--- src/rtl/ex_muldiv_unit.sv ---
// ex_muldiv_unit: multi-cycle multiply/divide companion to the EX stage.
// Owns the architected HI/LO registers and stalls the pipeline while an
// iterative shift-add multiply or restoring divide is in flight.
// Optional build macro: MULDIV_FAST_MUL_EN (single-cycle MULT/MULTU).
module ex_muldiv_unit #(
  parameter int DATA_W = 32,
  parameter int CNT_W  = 6
) (
  input  logic              clk,
  input  logic              rst,
  input  logic              start,
  input  logic [2:0]        op,
  input  logic [DATA_W-1:0] opa,
  input  logic [DATA_W-1:0] opb,
  input  logic              annul,
  output logic              stallreq,
  output logic              busy,
  output logic              done,
  output logic [DATA_W-1:0] hi_o,
  output logic [DATA_W-1:0] lo_o
);

  localparam logic [2:0] OP_MULT  = 3'd0;
  localparam logic [2:0] OP_MULTU = 3'd1;
  localparam logic [2:0] OP_DIV   = 3'd2;
  localparam logic [2:0] OP_DIVU  = 3'd3;
  localparam logic [2:0] OP_MTHI  = 3'd4;
  localparam logic [2:0] OP_MTLO  = 3'd5;

  localparam logic [DATA_W-1:0]   ZERO_W   = {DATA_W{1'b0}};
  localparam logic [DATA_W-1:0]   ONES_W   = {DATA_W{1'b1}};
  localparam logic [CNT_W-1:0]    CNT_ZERO = {CNT_W{1'b0}};
  localparam logic [CNT_W-1:0]    CNT_ONE  = {{(CNT_W-1){1'b0}}, 1'b1};
  localparam logic [CNT_W-1:0]    CNT_LAST = CNT_W'(DATA_W - 1);

  typedef enum logic [1:0] {
    ST_IDLE = 2'd0,
    ST_MUL  = 2'd1,
    ST_DIV  = 2'd2,
    ST_DONE = 2'd3
  } state_t;

  // Magnitude of a value, treating it as two's complement only when sgn is set.
  function automatic logic [DATA_W-1:0] mag_f(input logic [DATA_W-1:0] v, input logic sgn);
    return (sgn && v[DATA_W-1]) ? (~v + {{(DATA_W-1){1'b0}}, 1'b1}) : v;
  endfunction

  // Conditional two's complement negation, single width.
  function automatic logic [DATA_W-1:0] neg_w_f(input logic [DATA_W-1:0] v, input logic neg);
    return neg ? (~v + {{(DATA_W-1){1'b0}}, 1'b1}) : v;
  endfunction

  // Conditional two's complement negation, double width.
  function automatic logic [2*DATA_W-1:0] neg_2w_f(input logic [2*DATA_W-1:0] v, input logic neg);
    return neg ? (~v + {{(2*DATA_W-1){1'b0}}, 1'b1}) : v;
  endfunction

  state_t              state_r, state_next_s;
  logic [CNT_W-1:0]    cnt_r, cnt_next_s;
  logic [DATA_W-1:0]   hi_r, hi_next_s;
  logic [DATA_W-1:0]   lo_r, lo_next_s;
  // acc_r: multiply = {partial product, remaining multiplier bits};
  //        divide   = {partial remainder, dividend bits becoming quotient}.
  logic [2*DATA_W-1:0] acc_r, acc_next_s;
  // opd_r: multiplicand magnitude or divisor magnitude.
  logic [DATA_W-1:0]   opd_r, opd_next_s;
  logic                neg_res_r, neg_res_next_s;
  logic                neg_rem_r, neg_rem_next_s;
  logic                done_r, busy_r;
  logic                stallreq_s;
  logic                sgn_s;

  logic [DATA_W:0]     mul_sum_s;
  logic [2*DATA_W-1:0] mul_step_s;
  logic [DATA_W:0]     div_shift_s;
  logic [DATA_W:0]     div_diff_s;
  logic                div_ge_s;
  logic [DATA_W-1:0]   div_rem_s;
  logic [2*DATA_W-1:0] div_step_s;

`ifdef MULDIV_FAST_MUL_EN
  logic [2*DATA_W-1:0] fast_a_s, fast_b_s, fast_prod_s;

  // Single-cycle product of sign- or zero-extended operands (low 2*DATA_W bits are exact).
  always_comb begin
    fast_a_s    = {{DATA_W{sgn_s & opa[DATA_W-1]}}, opa};
    fast_b_s    = {{DATA_W{sgn_s & opb[DATA_W-1]}}, opb};
    fast_prod_s = fast_a_s * fast_b_s;
  end
`endif

  // One shift-add multiply step and one restoring-divide step on the shared accumulator.
  always_comb begin
    mul_sum_s   = {1'b0, acc_r[2*DATA_W-1:DATA_W]} +
                  (acc_r[0] ? {1'b0, opd_r} : {(DATA_W+1){1'b0}});
    mul_step_s  = {mul_sum_s, acc_r[DATA_W-1:1]};
    div_shift_s = {acc_r[2*DATA_W-1:DATA_W], acc_r[DATA_W-1]};
    div_diff_s  = div_shift_s - {1'b0, opd_r};
    div_ge_s    = (div_shift_s >= {1'b0, opd_r});
    if (div_ge_s) begin
      div_rem_s = div_diff_s[DATA_W-1:0];
    end else begin
      div_rem_s = div_shift_s[DATA_W-1:0];
    end
    div_step_s  = {div_rem_s, acc_r[DATA_W-2:0], div_ge_s};
  end

  // Next-state, datapath load and stall request.
  always_comb begin
    state_next_s   = state_r;
    cnt_next_s     = cnt_r;
    hi_next_s      = hi_r;
    lo_next_s      = lo_r;
    acc_next_s     = acc_r;
    opd_next_s     = opd_r;
    neg_res_next_s = neg_res_r;
    neg_rem_next_s = neg_rem_r;
    stallreq_s     = 1'b0;
    sgn_s          = (op == OP_MULT) || (op == OP_DIV);
    case (state_r)
      ST_IDLE, ST_DONE: begin
        state_next_s = ST_IDLE;
        if (start && !annul) begin
          case (op)
            OP_MULT, OP_MULTU: begin
`ifdef MULDIV_FAST_MUL_EN
              {hi_next_s, lo_next_s} = fast_prod_s;
              state_next_s           = ST_DONE;
`else
              stallreq_s     = 1'b1;
              opd_next_s     = mag_f(opa, sgn_s);
              acc_next_s     = {ZERO_W, mag_f(opb, sgn_s)};
              neg_res_next_s = sgn_s & (opa[DATA_W-1] ^ opb[DATA_W-1]);
              cnt_next_s     = CNT_ZERO;
              state_next_s   = ST_MUL;
`endif
            end
            OP_DIV, OP_DIVU: begin
              stallreq_s = 1'b1;
              if (opb == ZERO_W) begin
                hi_next_s    = opa;
                lo_next_s    = ONES_W;
                state_next_s = ST_DONE;
              end else begin
                opd_next_s     = mag_f(opb, sgn_s);
                acc_next_s     = {ZERO_W, mag_f(opa, sgn_s)};
                neg_res_next_s = sgn_s & (opa[DATA_W-1] ^ opb[DATA_W-1]);
                neg_rem_next_s = sgn_s & opa[DATA_W-1];
                cnt_next_s     = CNT_ZERO;
                state_next_s   = ST_DIV;
              end
            end
            OP_MTHI: begin
              hi_next_s = opa;
            end
            OP_MTLO: begin
              lo_next_s = opa;
            end
            default: begin
              state_next_s = ST_IDLE;
            end
          endcase
        end else begin
          state_next_s = ST_IDLE;
        end
      end
      ST_MUL: begin
        if (annul) begin
          state_next_s = ST_IDLE;
        end else begin
          stallreq_s = 1'b1;
          acc_next_s = mul_step_s;
          cnt_next_s = cnt_r + CNT_ONE;
          if (cnt_r == CNT_LAST) begin
            {hi_next_s, lo_next_s} = neg_2w_f(mul_step_s, neg_res_r);
            cnt_next_s             = CNT_ZERO;
            state_next_s           = ST_DONE;
          end else begin
            state_next_s = ST_MUL;
          end
        end
      end
      ST_DIV: begin
        if (annul) begin
          state_next_s = ST_IDLE;
        end else begin
          stallreq_s = 1'b1;
          acc_next_s = div_step_s;
          cnt_next_s = cnt_r + CNT_ONE;
          if (cnt_r == CNT_LAST) begin
            lo_next_s    = neg_w_f(div_step_s[DATA_W-1:0], neg_res_r);
            hi_next_s    = neg_w_f(div_step_s[2*DATA_W-1:DATA_W], neg_rem_r);
            cnt_next_s   = CNT_ZERO;
            state_next_s = ST_DONE;
          end else begin
            state_next_s = ST_DIV;
          end
        end
      end
      default: begin
        state_next_s = ST_IDLE;
      end
    endcase
  end

  // State, HI/LO and datapath registers; registered done/busy decoded from next state.
  always_ff @(posedge clk) begin
    if (rst) begin
      state_r   <= ST_IDLE;
      cnt_r     <= CNT_ZERO;
      hi_r      <= ZERO_W;
      lo_r      <= ZERO_W;
      acc_r     <= {2*DATA_W{1'b0}};
      opd_r     <= ZERO_W;
      neg_res_r <= 1'b0;
      neg_rem_r <= 1'b0;
      done_r    <= 1'b0;
      busy_r    <= 1'b0;
    end else begin
      state_r   <= state_next_s;
      cnt_r     <= cnt_next_s;
      hi_r      <= hi_next_s;
      lo_r      <= lo_next_s;
      acc_r     <= acc_next_s;
      opd_r     <= opd_next_s;
      neg_res_r <= neg_res_next_s;
      neg_rem_r <= neg_rem_next_s;
      done_r    <= (state_next_s == ST_DONE);
      busy_r    <= (state_next_s == ST_MUL) || (state_next_s == ST_DIV);
    end
  end

  assign stallreq = stallreq_s;
  assign busy     = busy_r;
  assign done     = done_r;
  assign hi_o     = hi_r;
  assign lo_o     = lo_r;

endmodule

--- config.mk ---
export PLATFORM = sky130hd
export DESIGN_NAME = ex_muldiv_unit
export DESIGN_NICKNAME = d
export VERILOG_FILES = /design/src/rtl/ex_muldiv_unit.sv
export SDC_FILE = /design/constraint.sdc
export NUM_CORES = 1
export LEC_CHECK = 0
export BUFFER_PORTS_ARGS = -buffer_cell sky130_fd_sc_hd__buf_2
export CORE_AREA = 2 2 246 248
export CTS_CLUSTER_DIAMETER = 80
export CTS_CLUSTER_SIZE = 28
export DETAILED_ROUTE_END_ITERATION = 8
export DIE_AREA = 0 0 248 250
export PLACE_DENSITY = 0.43
export RECOVER_POWER = 100
export SLEW_MARGIN = 20
export SYNTH_ARGS = -nofsm -noshare
export SYNTH_HDL_FRONTEND = slang
export SYNTH_SLANG_ARGS = --single-unit
--- constraint.sdc ---
create_clock -name clk -period 6.97 [get_ports clk]
set_clock_uncertainty 0.15 [all_clocks]
set_input_delay 0.3485 -clock clk [delete_from_list [all_inputs] [get_ports clk]]
set_output_delay 0.3485 -clock clk [all_outputs]
set_load 0.1 [all_outputs]
# Word-level counts from Yosys, hierarchy flattened
# Cells that the tools add are included.
[word_totals]
register_bits = 172
latch_bits = 0
ram_bits = 0
romBits = 0
inputBits = 71
output_inout_bits = 67
word_cells = 124
mem_count = 0
[op_classes]
n_addsub = 8
multipliers = 0
div = 0
magnitude_cmp = 1
n_eq_ne = 24
shifts = 0
muxes = 51
bitwise = 9
reduce_logical = 21
[op_table]
columns = ["operator", "n"]
rows = [
  ["2-to-1 mux 32 bit", 19],
  ["2-to-1 mux 64 bit", 5],
  ["one-hot mux 32 bit (2 select lines)", 3],
  ["one-hot mux 32 bit (3 select lines)", 2],
  ["one-hot mux 64 bit (3 select lines)", 1],
  ["adder 32 x 1 -> 32 bit (second input constant)", 4],
  ["NOT 32 bit", 4],
  ["one-hot mux 64 bit (2 select lines)", 1],
  ["adder 64 x 1 -> 64 bit (second input constant)", 1],
  ["NOT 64 bit", 1],
  ["adder 32 x 32 -> 33 bit", 1],
  [">= comparator 33 x 32 -> 1 bit", 1],
  ["zero test 32 bit", 1],
  ["subtractor 32 bit", 1],
  ["2-to-1 mux 6 bit", 4],
  ["one-hot mux 6 bit (2 select lines)", 2],
  ["!= test 2 bit (second input constant)", 7],
  ["AND reduction 7 bit", 2],
  ["AND reduction 4 bit", 3],
  ["!= test 3 x 1 -> 1 bit (second input constant)", 3],
  ["== test 2 bit (second input constant)", 4],
  ["2-to-1 mux 2 bit", 4],
  ["OR reduction 2 bit", 4],
  ["adder 6 x 1 -> 6 bit (second input constant)", 1],
  ["other kinds (21)", 35],
]

# Logic depth before layout (Yosys ltp)
[depth]
word_depth = 8
ltp_mapped = 23

# Worst setup path after synthesis
# No wires, ideal clock.
[synth_timing]
kind = "register to register"
startpoint = "register acc_r[40]"
endpoint = "register hi_r[24] (netlist: hi_o[24])"
setup_ps = 124
t_arrival_ps = 4974
slack_ps = 1722
path_stages_with_launch = 21
path_buffers = 4
period_less_slack_ps = 5248
cell_sequence = "dfxtp_1 ha_1 clkbuf_1 nand2_1 o221a_2 o21ai_0 o311ai_0 nand2_1 clkbuf_1 buf_1 buf_1 nand2_1 o21ai_0 ha_1 nand2b_1 or4_1 o32a_1 o41ai_1 xor2_1 a221oi_1 o21ai_0"
[synth_between]
elab_chain_len = 8
[synth_rtl]
columns = ["element", "line", "source"]
rows = [
  ["start: declaration", "64", "logic [2*DATA_W-1:0] acc_r, acc_next_s;"],
  ["start signal: assignment", "213", "acc_r <= {2*DATA_W{1'b0}};"],
  ["start signal: assignment", "224", "acc_r <= acc_next_s;"],
  ["subtractor 32 bit or >= comparator 33 x 32 -> 1 bit (tied branches)", "98, 99", ""],
  ["2-to-1 mux 32 bit", "100", "if (div_ge_s) begin"],
  ["NOT 32 bit", "50", "return neg ? (~v + {{(DATA_W-1){1'b0}}, 1'b1}) : v;"],
  ["adder 32 x 1 -> 32 bit", "50", ""],
  ["2-to-1 mux 32 bit", "50", ""],
  ["2-to-1 mux 32 bit", "190", "if (cnt_r == CNT_LAST) begin"],
  ["2-to-1 mux 32 bit", "184", "if (annul) begin"],
  ["one-hot mux 32 bit (3 select lines) (*)", "120", "case (state_r)"],
  ["end signal: assignment", "222", "hi_r <= hi_next_s;"],
  ["end: declaration", "60", "logic [DATA_W-1:0] hi_r, hi_next_s;"],
]
# Mark *: on every way between the ends. The rest lies on a longest branch, timed or not. The select of a mux whose other input is x is not followed.
# A chain may end at the register's enable or synchronous reset.

# Final worst setup path
[layout_timing]
startpoint = "register state_r[0]"
endpoint = "register hi_r[0] (netlist: hi_o[0])"
[layout_between]
elab_chain_len = 4
[layout_rtl]
columns = ["element", "line", "source"]
rows = [
  ["start: declaration", "58", "state_t state_r, state_next_s;"],
  ["start signal: assignment", "220", "state_r <= state_next_s;"],
  ["== test 2 bit or zero test 2 bit (tied branches)", "120", ""],
  ["OR reduction 2 bit", "120", ""],
  ["!= test 3 x 1 -> 1 bit (no source line), or another cell as far along", "n/a", ""],
  ["AND reduction 7 bit (no source line)", "n/a", ""],
]
# Parallel ways exist; a longest one is shown, timed or not.

==> results.sh <==
export IMPL_path_buf_inv=2
export IMPL_endpoint="hi_o[0]"
export IMPL_cp_required_ps=7250
export IMPL_setup_violations=0
export IMPL_ys_top_cells_by_area="dfxtp_1, nand2_1, a21oi_1"
export IMPL_grt_pass1_vias=18800
export IMPL_cp_arrival_ps=6800
export IMPL_worst_slack_ps=449
export IMPL_crit_chain="ha_4, clkbuf_1, clkbuf_1, a21oi_1, a221oi_1, a21oi_1, nor2_1"
export IMPL_fin_crit_ps=6520
export IMPL_rsz0062_at_grt="false"
export IMPL_fmax_ghz=0.153
export IMPL_cap_violations=7
export IMPL_max_slew_margin_rel_pct=-136
export IMPL_violations="max-capacitance violations, max-slew violations"
export IMPL_fin_crit_sh_pct=93.6
export IMPL_h_tree_depth=4
export IMPL_vias=20000
export IMPL_antenna_found_initial=8
export IMPL_core_area_mm2=0.0596
export IMPL_rows=90
export IMPL_yosys_area_top_type="dfxtp_1"
export IMPL_die_area_mm2=0.0620
export IMPL_crit_family="buffers and inverters"
export IMPL_syn_nets=2763
export IMPL_hold_viol_final=0
export IMPL_clock_latency_ps=510
export IMPL_synth_edf_count=0
export IMPL_tns_ps=0
export IMPL_dr_pass1_iters=6
export IMPL_cts_tree="yes"
export IMPL_final_cell_mix="nand2_1, nor2_1, a21oi_1"
export IMPL_cts_buffers=17
export IMPL_clock_sinks=172
export IMPL_wl_per_cell_um=25.7
export IMPL_grt_use_total_pct=27.8
export IMPL_crit_path_end_kind="register"
export IMPL_nets=2744
export IMPL_io_pin_count=138
export IMPL_synth_top_cell_area_share_pct=19.5
export IMPL_worst_path_stages=7
export IMPL_drive_gt1_share_pct=6.51
export IMPL_drcViolationCount=0
export IMPL_async_flop_share_pct=0
export IMPL_grt_overflow=0
export IMPL_startpoint="state_r[0]"
export IMPL_cts_max_path_buffers=2
export IMPL_dp_hpwl_um=68200
export IMPL_dieWidth_um=248
export IMPL_antenna_left=0
export IMPL_io_buffers=137
export IMPL_max_stage_delay_ps=2470
export IMPL_grt_pass1_wl_um=128000
export IMPL_synth_area_per_cell_um2=6.76
export IMPL_routed_wl_um=87400
export IMPL_avgViaCountPerCell=5.88
export IMPL_worst_path_max_fanout=61
export IMPL_finalMaxSlewViolations=310
export IMPL_regToRegEndpoint="hi_o[0]"
export IMPL_die_h_um=250
export IMPL_hold_path_class="in2reg"
export IMPL_worst_setup_path_start_kind="register"
export IMPL_ys_warn_count=0
export IMPL_hold_depth=3
export IMPL_area_delta_synth_final_pct=9.47
export IMPL_initialDrtViolationCount=1738
export IMPL_tightest_slew_ps=3550
export IMPL_grt_max_degree=93
export IMPL_synth_cell_types=90
export IMPL_final_common_cell="nand2_1"
export IMPL_ys_flop_type="dfxtp_1"
export IMPL_power_density_mw_per_mm2=183
export IMPL_critPathSlowestCell="clkbuf_1"
export IMPL_start_util_pct=29.7
export IMPL_post_cts_buffers=0
export IMPL_status="complete, but fails checks"
export IMPL_root_buffer="clkbuf_16"
export IMPL_path_clk_slew_ps=70
export IMPL_rrSetupSlack_ps=450
export IMPL_synth_area_mm2=0.0177
export IMPL_p_leak_nw=7.11
export IMPL_dp_slack_ps=1450
export IMPL_ys_ff_latch=172
export IMPL_crit_type="reg2reg"
export IMPL_vdd_drop_max_mv=0.174
export IMPL_postSynthCellCount=2617
export IMPL_yosysSeqAreaShare_pct=19.5
export IMPL_reg2reg_depth=7
export IMPL_gp_congestion=0.948
export IMPL_r2r_start="state_r[0]"
==> worst min path at each step <==
stage               startpoint        end  slack [ps]
finish                 opa[27]   lo_o[27]          90
global route           opa[27]   lo_o[27]          70
CTS                    opa[27]   lo_o[27]          40
detailed placement     hi_o[1]    hi_o[1]         290
global placement       hi_o[1]    hi_o[1]         290
floorplan            opd_r[10]  opd_r[10]         280
==> where the power goes <==
part / switching, W / total, W / internal (W)
clock: 0.000502 / 0.00109 / 0.000584
combinational: 0.000965 / 0.00137 / 0.000406
sequential: 0.0000642 / 0.00109 / 0.00102
total: 0.00153 / 0.00354 / 0.00201
==> logic make-up after synthesis <==
group | synth area share, %
adder cells (fa/ha/maj) | 5.39
XOR/XNOR | 11.1
multiplexers | 1.79
AO/OA/AOI/OAI | 27.8
flip-flops | 19.5
AND/OR/NAND/NOR | 28.1
buffers and inverters | 6.31
==> state kept, by name, indices dropped and copies added (netlist names) <==
| register | cells |
|---|---|
| neg_res_r | 1 |
| opd_r | 32 |
| hi_o | 32 |
| acc_r | 64 |
| lo_o | 32 |
| state_r | 2 |
| neg_rem_r | 1 |
| done | 1 |
| busy | 1 |
| cnt_r | 6 |
==> cell type report <==
class | instances | area (um2)
antenna | 2 | 5.00
clock buffer | 20 | 447
tap | 782 | 978
timing repair buffer | 170 | 835
fill | 6629 | 40200
inverter | 83 | 312
clock inverter | 12 | 173
multi-input combinational | 2154 | 13200
sequential | 172 | 3440
==> cell usage after synthesis, drive strengths merged (27+ instances only) <==
cell    number
nand2      360
nor2       302
a21oi      241
clkbuf     182
dfxtp      172
xnor2      134
nor3       130
o21ai      128
xor2        90
inv         81
ha          73
nand3       72
a22oi       44
nand2b      34
nor4        33
a221oi      32
a311oi      30
a211oi      29
o31ai       27
==> worst reg2reg max path, delay by kind of cell (launching register included) <==
| kind | cells | cell delay, ps |
|---|---|---|
| flops | 1 | 390 |
| compound gates | 3 | 1210 |
| buf+inv | 2 | 4450 |
| fa+ha+maj | 1 | 140 |
| simple gates | 1 | 120 |
==> through the flow <==
| stage | area (um2) | cells | total power [W] | utilization, % | hold WS [ps] |
|---|---|---|---|---|---|
| final | 19400 | 3395 | 0.00354 | 32.5 | 87.8 |
| after detailed placement | 18900 | 3359 | 0.00246 | 31.6 | 290 |
| after floorplan | 17700 | 2617 | 0.00199 | - | 282 |
| after CTS | 19500 | 3393 | 0.00355 | 32.7 | 35.8 |
| after global routing | 19400 | 3393 | 0.00369 | 32.5 | 65.0 |
| after global placement | 18900 | 3359 | 0.00246 | 31.6 | 286 |
==> repair_timing <==
item	in CTS	in global routing
hold buffers	2	0
hold endpoints to repair	1	0
gates resized for setup	0	0
==> metal layers <==
layer | part of all wire, % | global-route usage, %
met1 | 45 | 37.7
met3 | 6.4 | 4.48
met4 | 3.7 | 10.9
met2 | 45 | 43.7
met5 | 0.053 | 0
No activity file was read; power rests on OpenSTA's default activity.
